===== src/rtl/seg7_scan_ctrl.sv =====
// Multiplexed 7-seg scan controller sharing one BCD decoder across DIGITS.
// Define SEG7_LZB_EN to blank leading zeros (digit 0 is always shown).
`timescale 1ns/1ps
module seg7_scan_ctrl #(
  parameter int DIGITS  = 4,
  parameter int ON_CYC  = 4096,
  parameter int GAP_CYC = 256
) (
  input  logic                  clk,
  input  logic                  rst_n,
  input  logic                  en,
  input  logic                  load_req,
  input  logic [4*DIGITS-1:0]   load_data,
  output logic                  load_ack,
  output logic [3:0]            dec_in,
  input  logic [6:0]            dec_out,
  output logic [6:0]            seg,
  output logic [DIGITS-1:0]     an,
  output logic                  frame
);

  localparam int IW = (DIGITS > 1) ? $clog2(DIGITS) : 1;
  localparam int MX = (ON_CYC > GAP_CYC) ? ON_CYC : GAP_CYC;
  localparam int CW = (MX > 1) ? $clog2(MX) : 1;
  localparam int FW = 4 * DIGITS;

  typedef enum logic [1:0] {
    IDLE,
    ON,
    GAP
  } state_t;

  state_t            state, state_n;
  logic [IW-1:0]     idx, idx_n;
  logic [CW-1:0]     cnt, cnt_n;
  logic [FW-1:0]     active, pending, src;
  logic              pend_v;
  logic              bound, commit, capture;
  logic              lz, lit;
  logic [3:0]        dec_n;
  logic [DIGITS-1:0] an_n;

  always_comb begin
    state_n = state;
    idx_n   = idx;
    cnt_n   = cnt + 1'b1;
    bound   = 1'b0;
    if (!en) begin
      state_n = IDLE;
      idx_n   = '0;
      cnt_n   = '0;
    end else begin
      unique case (state)
        IDLE: begin
          state_n = ON;
          idx_n   = '0;
          cnt_n   = '0;
          bound   = 1'b1;
        end
        ON: begin
          if (cnt == CW'(ON_CYC - 1)) begin
            state_n = GAP;
            cnt_n   = '0;
          end
        end
        GAP: begin
          if (cnt == CW'(GAP_CYC - 1)) begin
            state_n = ON;
            cnt_n   = '0;
            if (idx == IW'(DIGITS - 1)) begin
              idx_n = '0;
              bound = 1'b1;
            end else begin
              idx_n = idx + 1'b1;
            end
          end
        end
        default: begin
          state_n = IDLE;
          idx_n   = '0;
          cnt_n   = '0;
        end
      endcase
    end
  end

  // A commit on the boundary feeds the new frame straight into digit 0.
  always_comb begin
    commit  = bound & pend_v;
    capture = load_req & ~pend_v;
    src     = commit ? pending : active;
    dec_n   = dec_in;
    if (state_n == ON)
      dec_n = src[{idx_n, 2'b00} +: 4];
  end

  always_comb begin
`ifdef SEG7_LZB_EN
    lz = (idx != '0);
    for (int i = 0; i < DIGITS; i++)
      if (IW'(i) >= idx && active[4*i +: 4] != 4'd0)
        lz = 1'b0;
`else
    lz = 1'b0;
`endif
    lit  = (state == ON) && !lz;
    an_n = lit ? ~(DIGITS'(1) << idx) : '1;
  end

  always_ff @(posedge clk or negedge rst_n) begin
    if (!rst_n) begin
      state    <= IDLE;
      idx      <= '0;
      cnt      <= '0;
      active   <= '0;
      pending  <= '0;
      pend_v   <= 1'b0;
      load_ack <= 1'b0;
      frame    <= 1'b0;
      dec_in   <= '0;
      seg      <= '0;
      an       <= '1;
    end else begin
      state    <= state_n;
      idx      <= idx_n;
      cnt      <= cnt_n;
      if (commit)
        active <= pending;
      if (capture)
        pending <= load_data;
      pend_v   <= capture | (pend_v & ~commit);
      load_ack <= capture;
      frame    <= bound;
      dec_in   <= dec_n;
      an       <= an_n;
      if (state == ON)
        seg <= dec_out;
    end
  end

endmodule

===== config.mk =====
export PLATFORM = sky130hd
export DESIGN_NAME = seg7_scan_ctrl
export DESIGN_NICKNAME = d
export VERILOG_FILES = /design/src/rtl/seg7_scan_ctrl.sv
export SDC_FILE = /design/constraint.sdc
export NUM_CORES = 1
export LEC_CHECK = 0
export CORE_ASPECT_RATIO = 0.8
export CORE_MARGIN = 3
export CORE_UTILIZATION = 41
export CTS_BUF_LIST = sky130_fd_sc_hd__clkbuf_2
export DETAILED_ROUTE_END_ITERATION = 6
export GPL_ROUTABILITY_DRIVEN = 0
export PLACE_DENSITY_LB_ADDON = 0.2
export SLEW_MARGIN = 5
export SYNTH_ARGS = -nofsm -noshare
export SYNTH_HDL_FRONTEND = slang
export SYNTH_SLANG_ARGS = --single-unit

===== constraint.sdc =====
create_clock -name clk -period 6.85 [get_ports clk]
set_clock_uncertainty 0.15 [all_clocks]
set_input_delay 1.0275 -clock clk [delete_from_list [all_inputs] [get_ports clk]]
set_output_delay 1.0275 -clock clk [all_outputs]
set_load 0.05 [all_outputs]

After elaboration in Yosys (flattened, before gate mapping)
Cells that the tools add are included.
Word-level totals
  latch bits: 0
  ROM bits: 0
  output and inout port bits: 17
  bits in writable memories: 0
  register bits after elaboration: 66
  memories kept: 0
  bits of input ports: 27
  word-level logic and storage cells: 47
Operators by class
  add/sub/neg operators: 2
  $lt $le $gt $ge: 0
  reductions and logical operators: 1
  equal/unequal tests: 6
  div/mod/pow operators: 0
  bitwise gates (word level): 7
  shift-type cells: 2
  multipliers: 0
  mux-type cells: 18
Operators by type and width (count)
  $mux 12: 3
  $pmux 12 s2: 1
  $mux 16: 1
  $shiftx 16x5->4: 1
  $add 12x1->12 const B: 1
  $eq 12x12->1 const B: 1
  $eq 12x8->1 const B: 1
  $mux 2: 6
  $pmux 2 s3: 1
  $eq 2x1->1 const B: 2
  $eq 2x2->1 const B: 2
  $mux 4: 1
  $not 4->4: 1
  $pmux 2 s2: 1
  $shl 1x2->4 const A: 1
  $and 1x1->1: 3
  $mux 1: 3
  $add 2x1->2 const B: 1
  $logic_not 2->1: 1
  $not 1->1: 2
  $pmux 1 s2: 1
  $or 1x1->1: 1

Depth between registers and ports, before layout
  depth in word-level cells: 9
  depth in mapped cells: 11

Least setup slack after synthesis
No wires, ideal clock.
  path kind: register to register
  from: reg state[0]
  to: reg dec_in[2]
  clock period less this slack: 2.347 ns
  data required time: 6.618 ns
  buffers on the path: 2
  arrival time: 2.115 ns
  cell stages (with the launch flop): 11
  slack: 4.503 ns
  cell sequence: dfrtp_1 > ha_1 > buf_2 > o21ai_0 > a41oi_4 > a21oi_4 > nand2b_4 > buf_8 > a21oi_1 > a311o_1 > a31oi_1
On the way
  word-level cells in the longest chain between the ends: 6
  elaborated cells on any way between the ends: 15
  those cells by class: eq/ne (3); shift (1); mux (9); bitwise (1); reduce/logical (1)
Ends and longest elaborated chain
  from (decl): line 33  | state_t state, state_n;
  from (signal assigned): line 124  | state <= state_n;
  $eq 2x2->1 / $logic_not 2->1 (equally long branches): line 53  | unique case (state)
  $pmux 1 s2: line 53
  $mux 1: line 48  | if (!en) begin
  $and 1x1->1: line 89  | commit = bound & pend_v;
  $mux 16
  $shiftx 16x5->4: line 94  | dec_n = src[{idx_n, 2'b00} +: 4];
  to (signal assigned): line 134  | dec_in <= dec_n;
  to (decl): line 15  | output logic [3:0] dec_in,
Parallel ways exist; a longest one is shown, timed or not.
A chain may end at the register's enable or synchronous reset.

Final worst setup path
  from: reg state[1]
  to: reg dec_in[0]
On the way
  elaborated cells on any way between the ends: 15
  those cells by class: eq/ne (3); shift (1); mux (9); bitwise (1); reduce/logical (1)
RTL lines
  $eq 2x2->1 / $eq 2x1->1 (equally long branches): line 53
  $pmux 2 s2 (*): line 53
  $mux 2 (*): line 48
  net idx_n[1]: line 34  | logic [IW-1:0] idx, idx_n;
  $shiftx 16x5->4 (*): line 94
Mark *: on every way through the listed nets, which the timed path passes. The rest lies on a longest branch.

==> out/metrics.yaml <==
synthesis:
  synth_common_cells: "69 x nand2_1, 62 x dfrtp_1, 23 x mux2_2"
  ys_async_sr_fraction_pct: 100
  yosysMostFrequentCell: "nand2_1"
  syn_inst: 293
  syn-num-nets: 329
  synthesis.area_um2: 3090
  synth_top_area_share_pct: 50.2
  synth_area_leader_cell: "dfrtp_1"
  yosysSeqAreaShare_pct: 53.6
  ys.flop_type: "dfrtp_1"
  ys_types: 43
  avgSynthCellArea_um2: 10.6
  yosys_warnings: 0
  synth_seq_cells: 66
  synth_edf_count: 0
  ys_top_cells_by_area: "dfrtp_1 50%, mux2_2 8.4%, nand2_1 8.4%"
global_routing:
  grt_pass1_wl_um: 10300
  antenna_found_initial: 0
  grt_max_degree: 67
  grt_overflow: 0
  track_usage_pct: 15.4
  grt_pass1_vias: 2055
place:
  port_buffers: 43
  dpl.hpwl_um: 4260
  place_ws_ns: 3.62
  postPlaceCellArea_um2: 3570
  dp_cells: 413
routing:
  top_layer_used: "met4"
  routed_wl_um: 6250
  wl_per_cell_um: 14.6
  wl_met1_um: 3220
  vias: 2178
  drt_iter0_drc: 115
  routed_via_density: 5.08
  postRouteAntennaNets: 0
  drc_errors: 0
  dr.pass1.iters: 4
  routed-wl-met2_um: 2670
  dr_wl_met3_um: 305
timing:
  fmax_mhz: 320
  finalHoldViolCount: 0
  relSlewSlack_pct: 36.7
  report.final.slew_viol_count: 0
  setup_viol: 0
  finalCritPeriodShare_pct: 45.6
  setup_slack_ns: 3.73
  min_period_ns: 3.12
  fin_setup_tns_ns: 0
  rsz0062_at_grt: "false"
  tightest_slew_ns: 0.948
power:
  p_per_area_nw_per_um2: 319
  power.share.clock_pct: 21.6
  pwr-share-seq_pct: 48.0
  p_sw_w: 0.000417
  pwr-share-comb_pct: 30.4
  ir_worst_vdd_mv: 0.154
  power.leakage_nw: 1.61
  cell_internal_pwr_w: 0.000761
  p_sw_share_pct: 35.4
cts:
  cts_max_path_buffers: 2
  post-cts-setup-buffers: 0
  cts_buffers: 9
  cts.sinks: 66
  cts-root-buf: "clkbuf_2"
  postCtsHoldBufs: 0
  htree_levels: 3
  cts_resized: 0
  path_clk_slew_ns: 0.17
  cts_tree: "built"
  clkLatencyLatePin_ns: 0.50
final_layout:
  area_growth_syn_to_layout_pct: 19.7
  layout-drive-gt1-share_pct: 16.4
  n_antenna_cell: 0
  final_cells: 429
  final_area_um2: 3700
  nets: 373
die:
  rows: 27
  fp.dieW_um: 103
  core_region_area_um2: 7090
  ios: 44
  chipHeight_um: 83.7
  die_area_um2: 8630
  initial_utilization_pct: 43.6
worst_setup_path:
  r2r_start: "state[1]"
  r2r-end: "dec_in[0]"
  worstPathArrival_ns: 3.33
  crit_start: "state[1]"
  crit_end: "dec_in[0]"
  critPathMaxFanout: 19
  required_ns: 7.05
  end_kind: "register"
  reg2regPathDepth: 10
  startpoint_type: "register"
  worstSetupPathType: "reg -> reg"
  r2r_slack_ns: 3.73
job:
  maxCapViolCount: 0
worst_hold_path:
  worst_hold_startpoint: "cnt[0]"
  hold_path_class: "reg -> reg"
run_status:
  status: "finished, final reports clean"
[power groups by stage]
stage / Combinational (W) / Clock (W) / Sequential [W]
6_report: 0.000358 / 0.000255 / 0.000566
5_1_grt: 0.000392 / 0.000279 / 0.000581
4_1_cts: 0.000361 / 0.000265 / 0.000566
3_5_place_dp: 0.000359 / 0 / 0.000573
3_3_place_gp: 0.000353 / 0 / 0.000576
2_1_floorplan: 0.000163 / 0 / 0.000640
[layout make-up]
class / count / area (um2)
Sequential cell: 66 / 1660
Multi-Input combinational cell: 204 / 1320
Timing Repair Buffer: 45 / 440
Inverter: 11 / 43.8
Tap cell: 87 / 109
Clock buffer: 9 / 45.0
Fill cell: 653 / 3390
Clock inverter: 7 / 83.8
[routing by layer]
metal | vias to the layer above | global-route usage (%)
li1 | 1088 | -
met1 | 1034 | 23.5
met2 | 51 | 20.4
met3 | 5 | 5.85
met4 | 0 | 3.53
met5 | - | 0
[state kept, by name, indices dropped and copies added (netlist names)]
register / cells
an: 4
pend_v: 1
state: 2
frame: 1
active: 16
seg: 7
idx: 2
cnt: 12
load_ack: 1
dec_in: 4
pending: 16
[how the worst min path moves through the flow]
stage / to / slack, ns / depth (start not counted)
6_report: cnt[0] / 0.34 / 1
5_1_grt: cnt[0] / 0.34 / 1
4_1_cts: cnt[0] / 0.33 / 1
3_5_place_dp: active[5] / 0.31 / 2
3_3_place_gp: cnt[0] / 0.30 / 1
2_1_floorplan: cnt[0] / 0.28 / 1
[through the flow]
stage	util, %	power (W)	hold WS (ns)
after floorplan	-	0.000804	0.283
after global placement	50.3	0.000929	0.301
after detailed placement	50.3	0.000932	0.306
after CTS	52.2	0.00119	0.334
after global routing	52.2	0.00125	0.342
final	52.2	0.00118	0.336
[kinds of logic after synthesis]
group | synth area share, %
xor+xnor | 2.27
buf+inv | 3.68
compound gates | 12.1
simple gates | 16.4
flops | 53.6
fa+ha+maj | 3.64
mux | 8.38
[placed cells by master, fill, tap and decap left out, types with 2 or more instances in the layout]
cell type and count:
dfrtp_1 62, clkdlybuf4s50_1 42, clkbuf_2 9, nand3_1 4
and4_4 2, nand4_1 2, a21oi_2 2, ha_1 9
dfstp_2 4, xnor2_1 3, bufinv_16 2, a21oi_1 6
nor2b_1 4, nand2_1 69, and3_1 3, nor2_1 21
clkinv_2 4, o21ai_0 15, inv_1 10, o211ai_1 8
o22ai_1 4, buf_4 2, a31oi_1 4, and2_1 2
xor2_1 5, a311o_1 4, mux2_2 23
[worst max-delay path: stages, from the launching register on]
cell and delay (ns):
dfrtp_1 0.45, inv_1 0.09, ha_1 0.65, o21ai_0 0.32, a41oi_4 0.26, a21oi_4 0.09, nand2b_4 0.23, inv_4 0.13
mux2_2 0.34, o211ai_1 0.18, a31oi_1 0.11
Power figures use the tool's default switching activity.
